==> config.mk <==
export PLATFORM = sky130hd
export DESIGN_NAME = ser_irq_stat_flat
export DESIGN_NICKNAME = d
export VERILOG_FILES = /design/src/rtl/ser_irq_stat_if.sv /design/src/rtl/ser_irq_stat.sv /design/src/flat_wrapper.sv
export SDC_FILE = /design/constraint.sdc
export NUM_CORES = 1
export LEC_CHECK = 0
export ABC_AREA = 1
export BUFFER_PORTS_ARGS = -buffer_cell sky130_fd_sc_hd__buf_2
export CORE_MARGIN = 2
export CORE_UTILIZATION = 40
export DETAILED_ROUTE_END_ITERATION = 10
export HOLD_SLACK_MARGIN = 0.08
export PLACE_DENSITY = 0.72
export SETUP_SLACK_MARGIN = 0.3
export SYNTH_ARGS = -nofsm -noshare
export SYNTH_HDL_FRONTEND = slang
export SYNTH_SLANG_ARGS = --single-unit
==> constraint.sdc <==
create_clock -name clk -period 0.8 [get_ports clk]
set_input_delay 0.12 -clock clk [delete_from_list [all_inputs] [get_ports clk]]
set_output_delay 0.12 -clock clk [all_outputs]
set_load 0.01 [all_outputs]
==> src/rtl/ser_irq_stat_if.sv <==
// CPU register-port bundle for the serial/keyboard IRQ status block.
// Signal names match the original flat ports so call sites map one-to-one.
interface ser_irq_stat_if;
  logic [7:0] Dw;
  logic       IrqenWr;
  logic       SkresWr;
  logic [7:0] Irqst;
  logic [7:0] Skstat;
  logic       nIRQ;

  modport master (
    output Dw, IrqenWr, SkresWr,
    input  Irqst, Skstat, nIRQ
  );

  modport slave (
    input  Dw, IrqenWr, SkresWr,
    output Irqst, Skstat, nIRQ
  );
endinterface

==> src/rtl/ser_irq_stat.sv <==
// IRQEN/IRQST interrupt latching plus SKSTAT sticky error flags for the serial/keyboard core.
// All state advances only on rising clk qualified by enp.
module ser_irq_stat (
  input  logic           clk,
  input  logic           reset,
  input  logic           enp,
  input  logic           setSdiCompl,
  input  logic           setFramerr,
  input  logic           setSdoCompl,
  input  logic           sdoFinish,
  input  logic           sdiBusy,
  input  logic           SID,
  input  logic           Timer1,
  input  logic           Timer2,
  input  logic           Timer4,
  input  logic           kbIrq,
  input  logic           brkIrq,
  input  logic           kbOverSet,
  input  logic           shiftKey,
  input  logic           keyDown,
  ser_irq_stat_if.slave  bus
);

  logic [7:0] irq_en_q, irq_en_d;
  logic [7:0] pend_q,   pend_d;
  logic       frm_err_q, frm_err_d;
  logic       sdi_ovr_q, sdi_ovr_d;
  logic       kb_ovr_q,  kb_ovr_d;

  logic [7:0] src;
  logic [7:0] en_eff;
  logic       sdo_irq;

  assign src = {brkIrq, kbIrq, setSdiCompl, setSdoCompl, 1'b0, Timer4, Timer2, Timer1};

  // A same-cycle IRQEN write already governs which pulses may latch.
  assign en_eff = bus.IrqenWr ? bus.Dw : irq_en_q;

  always_comb begin
    irq_en_d  = irq_en_q;
    pend_d    = pend_q;
    frm_err_d = frm_err_q;
    sdi_ovr_d = sdi_ovr_q;
    kb_ovr_d  = kb_ovr_q;
    if (enp) begin
      if (bus.IrqenWr) begin
        irq_en_d = bus.Dw;
        pend_d   = pend_q & bus.Dw;
      end
      pend_d    = pend_d | (src & en_eff);
      pend_d[3] = 1'b0;
      // Clear first, then set, so a coincident set survives SKRES.
      if (bus.SkresWr) begin
        frm_err_d = 1'b0;
        sdi_ovr_d = 1'b0;
        kb_ovr_d  = 1'b0;
      end
      if (setFramerr)                frm_err_d = 1'b1;
      if (setSdiCompl && pend_q[5])  sdi_ovr_d = 1'b1;
      if (kbOverSet)                 kb_ovr_d  = 1'b1;
    end
  end

  always_ff @(posedge clk or posedge reset) begin
    if (reset) begin
      irq_en_q  <= '0;
      pend_q    <= '0;
      frm_err_q <= 1'b0;
      sdi_ovr_q <= 1'b0;
      kb_ovr_q  <= 1'b0;
    end else begin
      irq_en_q  <= irq_en_d;
      pend_q    <= pend_d;
      frm_err_q <= frm_err_d;
      sdi_ovr_q <= sdi_ovr_d;
      kb_ovr_q  <= kb_ovr_d;
    end
  end

  // Bit 3 is a live level, never latched.
  assign sdo_irq = sdoFinish & irq_en_q[3];

  always_comb begin
    bus.Irqst    = ~pend_q;
    bus.Irqst[3] = ~sdo_irq;
  end

  assign bus.Skstat = {~frm_err_q, ~kb_ovr_q, ~sdi_ovr_q, SID, ~shiftKey, ~keyDown, sdiBusy, 1'b1};
  assign bus.nIRQ   = ~((|pend_q) | sdo_irq);

endmodule

==> src/flat_wrapper.sv <==
// flat-port wrapper written by rule: the top's interface ports become plain ports
module ser_irq_stat_flat 
  (clk, reset, enp, setSdiCompl, setFramerr, setSdoCompl, sdoFinish, sdiBusy, SID, Timer1, Timer2, Timer4, kbIrq, brkIrq, kbOverSet, shiftKey, keyDown, bus_Dw, bus_IrqenWr, bus_SkresWr, bus_Irqst, bus_Skstat, bus_nIRQ);
  ser_irq_stat_if bus_i ();
  input  logic clk;
  input  logic reset;
  input  logic enp;
  input  logic setSdiCompl;
  input  logic setFramerr;
  input  logic setSdoCompl;
  input  logic sdoFinish;
  input  logic sdiBusy;
  input  logic SID;
  input  logic Timer1;
  input  logic Timer2;
  input  logic Timer4;
  input  logic kbIrq;
  input  logic brkIrq;
  input  logic kbOverSet;
  input  logic shiftKey;
  input  logic keyDown;
  input wire logic [$bits(bus_i.Dw)-1:0] bus_Dw;
  input wire logic [$bits(bus_i.IrqenWr)-1:0] bus_IrqenWr;
  input wire logic [$bits(bus_i.SkresWr)-1:0] bus_SkresWr;
  output wire logic [$bits(bus_i.Irqst)-1:0] bus_Irqst;
  output wire logic [$bits(bus_i.Skstat)-1:0] bus_Skstat;
  output wire logic [$bits(bus_i.nIRQ)-1:0] bus_nIRQ;
  assign bus_i.Dw = bus_Dw;
  assign bus_i.IrqenWr = bus_IrqenWr;
  assign bus_i.SkresWr = bus_SkresWr;
  assign bus_Irqst = bus_i.Irqst;
  assign bus_Skstat = bus_i.Skstat;
  assign bus_nIRQ = bus_i.nIRQ;
  ser_irq_stat u_core (.clk(clk), .reset(reset), .enp(enp), .setSdiCompl(setSdiCompl), .setFramerr(setFramerr), .setSdoCompl(setSdoCompl), .sdoFinish(sdoFinish), .sdiBusy(sdiBusy), .SID(SID), .Timer1(Timer1), .Timer2(Timer2), .Timer4(Timer4), .kbIrq(kbIrq), .brkIrq(brkIrq), .kbOverSet(kbOverSet), .shiftKey(shiftKey), .keyDown(keyDown), .bus(bus_i));
endmodule
Word-level counts from Yosys, hierarchy flattened:

Index checks and enable logic that the tools add are counted.

* register bits after elaboration: 18
* input bits: 27
* output and inout bits: 17
* logic and storage cells: 33

* muxes and demuxes: 7
* bitwise logic cells: 13
* reduce and logical (&&, ||, !) cells: 8

Operators with widths (count)
* 8-bit 2-to-1 mux: 3
* 8-bit bitwise AND: 2
* 8-bit inverter: 1
* 8-bit bitwise OR: 1
* 1-bit inverter: 7
* 7-bit OR reduction: 1
* 2-bit AND reduction: 3
* 2-bit nonzero test: 3
* 1-bit 2-to-1 mux: 4
* 1-bit bitwise AND: 1
* 1-bit logical AND: 1
* 1-bit bitwise OR: 1

Logic depth before layout (Yosys ltp):

* depth after elaboration: 4
* mapped depth: 6

Worst setup path after synthesis:

OpenSTA, ideal clock, no wires.

* kind: register to output
* from: register u_core.pend_q[5]
* to: output bus_nIRQ
* arrival: 0.749 ns
* required time: 0.680 ns
* setup slack: -0.069 ns
* stages on the path, launching flop included: 4
* buffers on the path: 0
* cells stage by stage: dfrtp_1 > inv_1 > nand3_1 > nor2_1

* word-level cells in the longest chain between the ends: 3

Ends and longest elaborated chain
* from (decl): line ser_irq_stat.sv:25 `logic [7:0] pend_q, pend_d;`
* from (signal assigned): line ser_irq_stat.sv:73 `pend_q <= pend_d;`
* 7-bit OR reduction: line ser_irq_stat.sv:89 `assign bus.nIRQ = ~((|pend_q) | sdo_irq);`
* 1-bit bitwise OR: line ser_irq_stat.sv:89
* 1-bit inverter: line ser_irq_stat.sv:89
* to (decl): line flat_wrapper.sv:27 `output wire logic [$bits(bus_i.nIRQ)-1:0] bus_nIRQ;`

No other way between the ends.

Worst setup path in the final report:

* from: register u_core.pend_q[6]
* to: output bus_nIRQ

Same word-level chain as after synthesis.

==> impl_metrics.tcl <==
set metrics [dict create \
    slew_violations 0 \
    insertion_delay_ns 0.29 \
    drtIter0Drc 15 \
    status "complete, but fails checks" \
    antenna_cells 0 \
    cts_tree "built" \
    switchingPower_uw 818 \
    avgViaCountPerCell 4.46 \
    nNetsFinal 225 \
    clkTransAtPathRegs_ns 0.11 \
    wl_um 2520 \
    seq_area_frac_synth_pct 44.3 \
    layout.cells.non_filler 227 \
    most-common-layout-cells "nand2_1, buf_2, buf_6" \
    chipWidth_um 54.4 \
    cts.sinks 18 \
    critical_path.startpoint "u_core.pend_q[6]" \
    synth_cells 142 \
    syn-cell-area_sq_um 1020 \
    synth_top_area_share_pct 44.3 \
    comb_power_share_pct 38.4 \
    final_antenna_net_count 0 \
    fin_ws_ns -0.415 \
    syn_to_final_growth_pct 50.0 \
    antenna_found_initial 0 \
    drtPass1Iterations 5 \
    grt_pass1_vias 914 \
    drc_errors 0 \
    synth_area_leaders "dfrtp_1, nand2_1, inv_1" \
    final_hold_viol_count 18 \
    dp_hpwl_um 1770 \
    p_clk_share_pct 20.5 \
    worstPathArrival_ns 1.10 \
    hold_path.class "in2async" \
    cts_buffers 3 \
    track_usage_pct 17.9 \
    cellPowerDensity_nw_per_um2 1780 \
    grt_max_degree 23 \
    final_common_cell "nand2_1" \
    crit_fanout 2 \
    die_area_sq_um 2960 \
    critPathRequiredTime_ns 0.68 \
    row_count 18 \
    start_util_pct 41.8 \
    drv_cap 0 \
    p_leak_uw 0.000869 \
    clockBufferDepth 2 \
    fin_crit_sh_pct 152 \
    synth_cell_types 14 \
    final.setup.tns_ns -3.50 \
    io_buffers 38 \
    layout-drive-gt1-share_pct 48.2 \
    core_sq_um 2430 \
    yosys_warnings 0 \
    timing.hold.ws_ns -0.180 \
    p_total_uw 2710 \
    ys_ff_latch 18 \
    path_class "reg2out" \
    synth.avg_cell_area_sq_um 7.15 \
    internal_power_uw 1890 \
    grt_setup_unrepaired "true" \
    vias 1012 \
    violations "negative hold slack, negative setup slack" \
    period_needed_ns 1.22 \
    die-height_um 54.4 \
    htreeDepth 1 \
    crit_path_start_kind "register" \
    ir_drop_v 0.00106 \
    place_inst 216 \
    setup_viol 15 \
    fmax_ghz 0.823 \
    io_pins 44 \
    root_buffer "clkbuf_4" \
    yosys.area.top_type "dfrtp_1" \
    gp_congestion 0.794 \
    p_sw_share_pct 30.2 \
    grt_pass1_wl_um 3770 \
    overflow 0 \
    wire_per_inst_um 11.1 \
    skew_ns 0.00961 \
    synth_nets 169 \
    end_kind "output port" \
    p_seq_share_pct 41.1 \
    r2r_start "u_core.pend_q[4]" \
]
==> worst paths after layout <==
path                                      end  slack, ns  depth (start not counted)
min in group clk              u_core.kb_ovr_q       0.04                          3
max                                  bus_nIRQ      -0.42                          4
min                        u_core.irq_en_q[5]      -0.18                          3
min reg2reg                u_core.irq_en_q[3]       0.51                          2
max reg2reg                  u_core.pend_q[4]      -0.23                          6
max in group asynchronous    u_core.pend_q[4]       0.78                          3
==> power groups by stage <==
stage / clock, uW / combinational (uW) / sequential, uW
5_1_grt: 609 / 1140 / 1130
4_1_cts: 577 / 949 / 1110
3_5_place_dp: 0 / 716 / 1120
2_1_floorplan: 0 / 390 / 1120
6_report: 555 / 1040 / 1110
3_3_place_gp: 0 / 694 / 1110
==> sequential cells by signal, summed over array words and instances, names as in the netlist <==
| register | count |
|---|---|
| u_core.irq_en_q | 8 |
| u_core.pend_q | 7 |
| u_core.sdi_ovr_q | 1 |
| u_core.frm_err_q | 1 |
| u_core.kb_ovr_q | 1 |
==> logic make-up after synthesis <==
family                 Yosys count  share of synthesized area [%]
AO/OA/AOI/OAI                   17                           10.2
flip-flops                      18                           44.3
other                            1                          0.369
buffers and inverters           50                           22.2
AND/OR/NAND/NOR                 56                           22.9
==> area by class of cell <==
cell class | count | area [sq um]
clock buffer | 4 | 36.3
fill | 209 | 908
inverter | 43 | 161
multi-input combinational | 74 | 378
sequential | 18 | 450
tap | 30 | 37.5
timing repair buffer | 58 | 460
==> per-stage QoR <==
step / hold slack [ns] / utilization [%] / setup WS (ns) / cell area (sq um)
after floorplan: 0.0586 / - / -0.0187 / 1020
after global placement: 0.145 / 52.7 / -0.0729 / 1280
after detailed placement: 0.146 / 52.7 / -0.0895 / 1280
after CTS: -0.183 / 59.8 / -0.420 / 1460
after global routing: -0.157 / 62.7 / -0.516 / 1520
final: -0.180 / 62.7 / -0.415 / 1520
==> synthesized netlist by cell type <==
library cell,n
nand2_1,41
inv_1,36
dfrtp_1,18
nand3_1,10
o21ai_1,8
clkinv_1,7
o21ai_2,5
buf_4,4
o21ai_0,4
buf_6,3
nor2_1,3
conb_1,1
nand2_2,1
nand2_4,1
==> worst max-delay path: stages, from the launching register on <==
cell     delay [ns]
dfrtp_1        0.41
inv_2          0.08
nand3_1        0.09
nor2_2         0.11
buf_2          0.13
==> routing by layer <==
metal  GRT usage, %  up-vias  wire length, um
li1               -      516                -
met1           20.1      467             1030
met2           34.7       25             1350
met3           1.64        4              105
met4           6.25        0               35
met5              0        -                0
==> timing repair <==
| item | CTS | global route |
|---|---|---|
| endpoints found under the setup margin | 30 | 31 |
| gates resized for setup | 23 | 16 |
| endpoints found under the hold margin | 32 | 22 |
| cloned | 0 | 0 |
| pin swaps | 2 | 3 |
| buffers inserted | 5 | 2 |
Power figures use the tool's default switching activity.
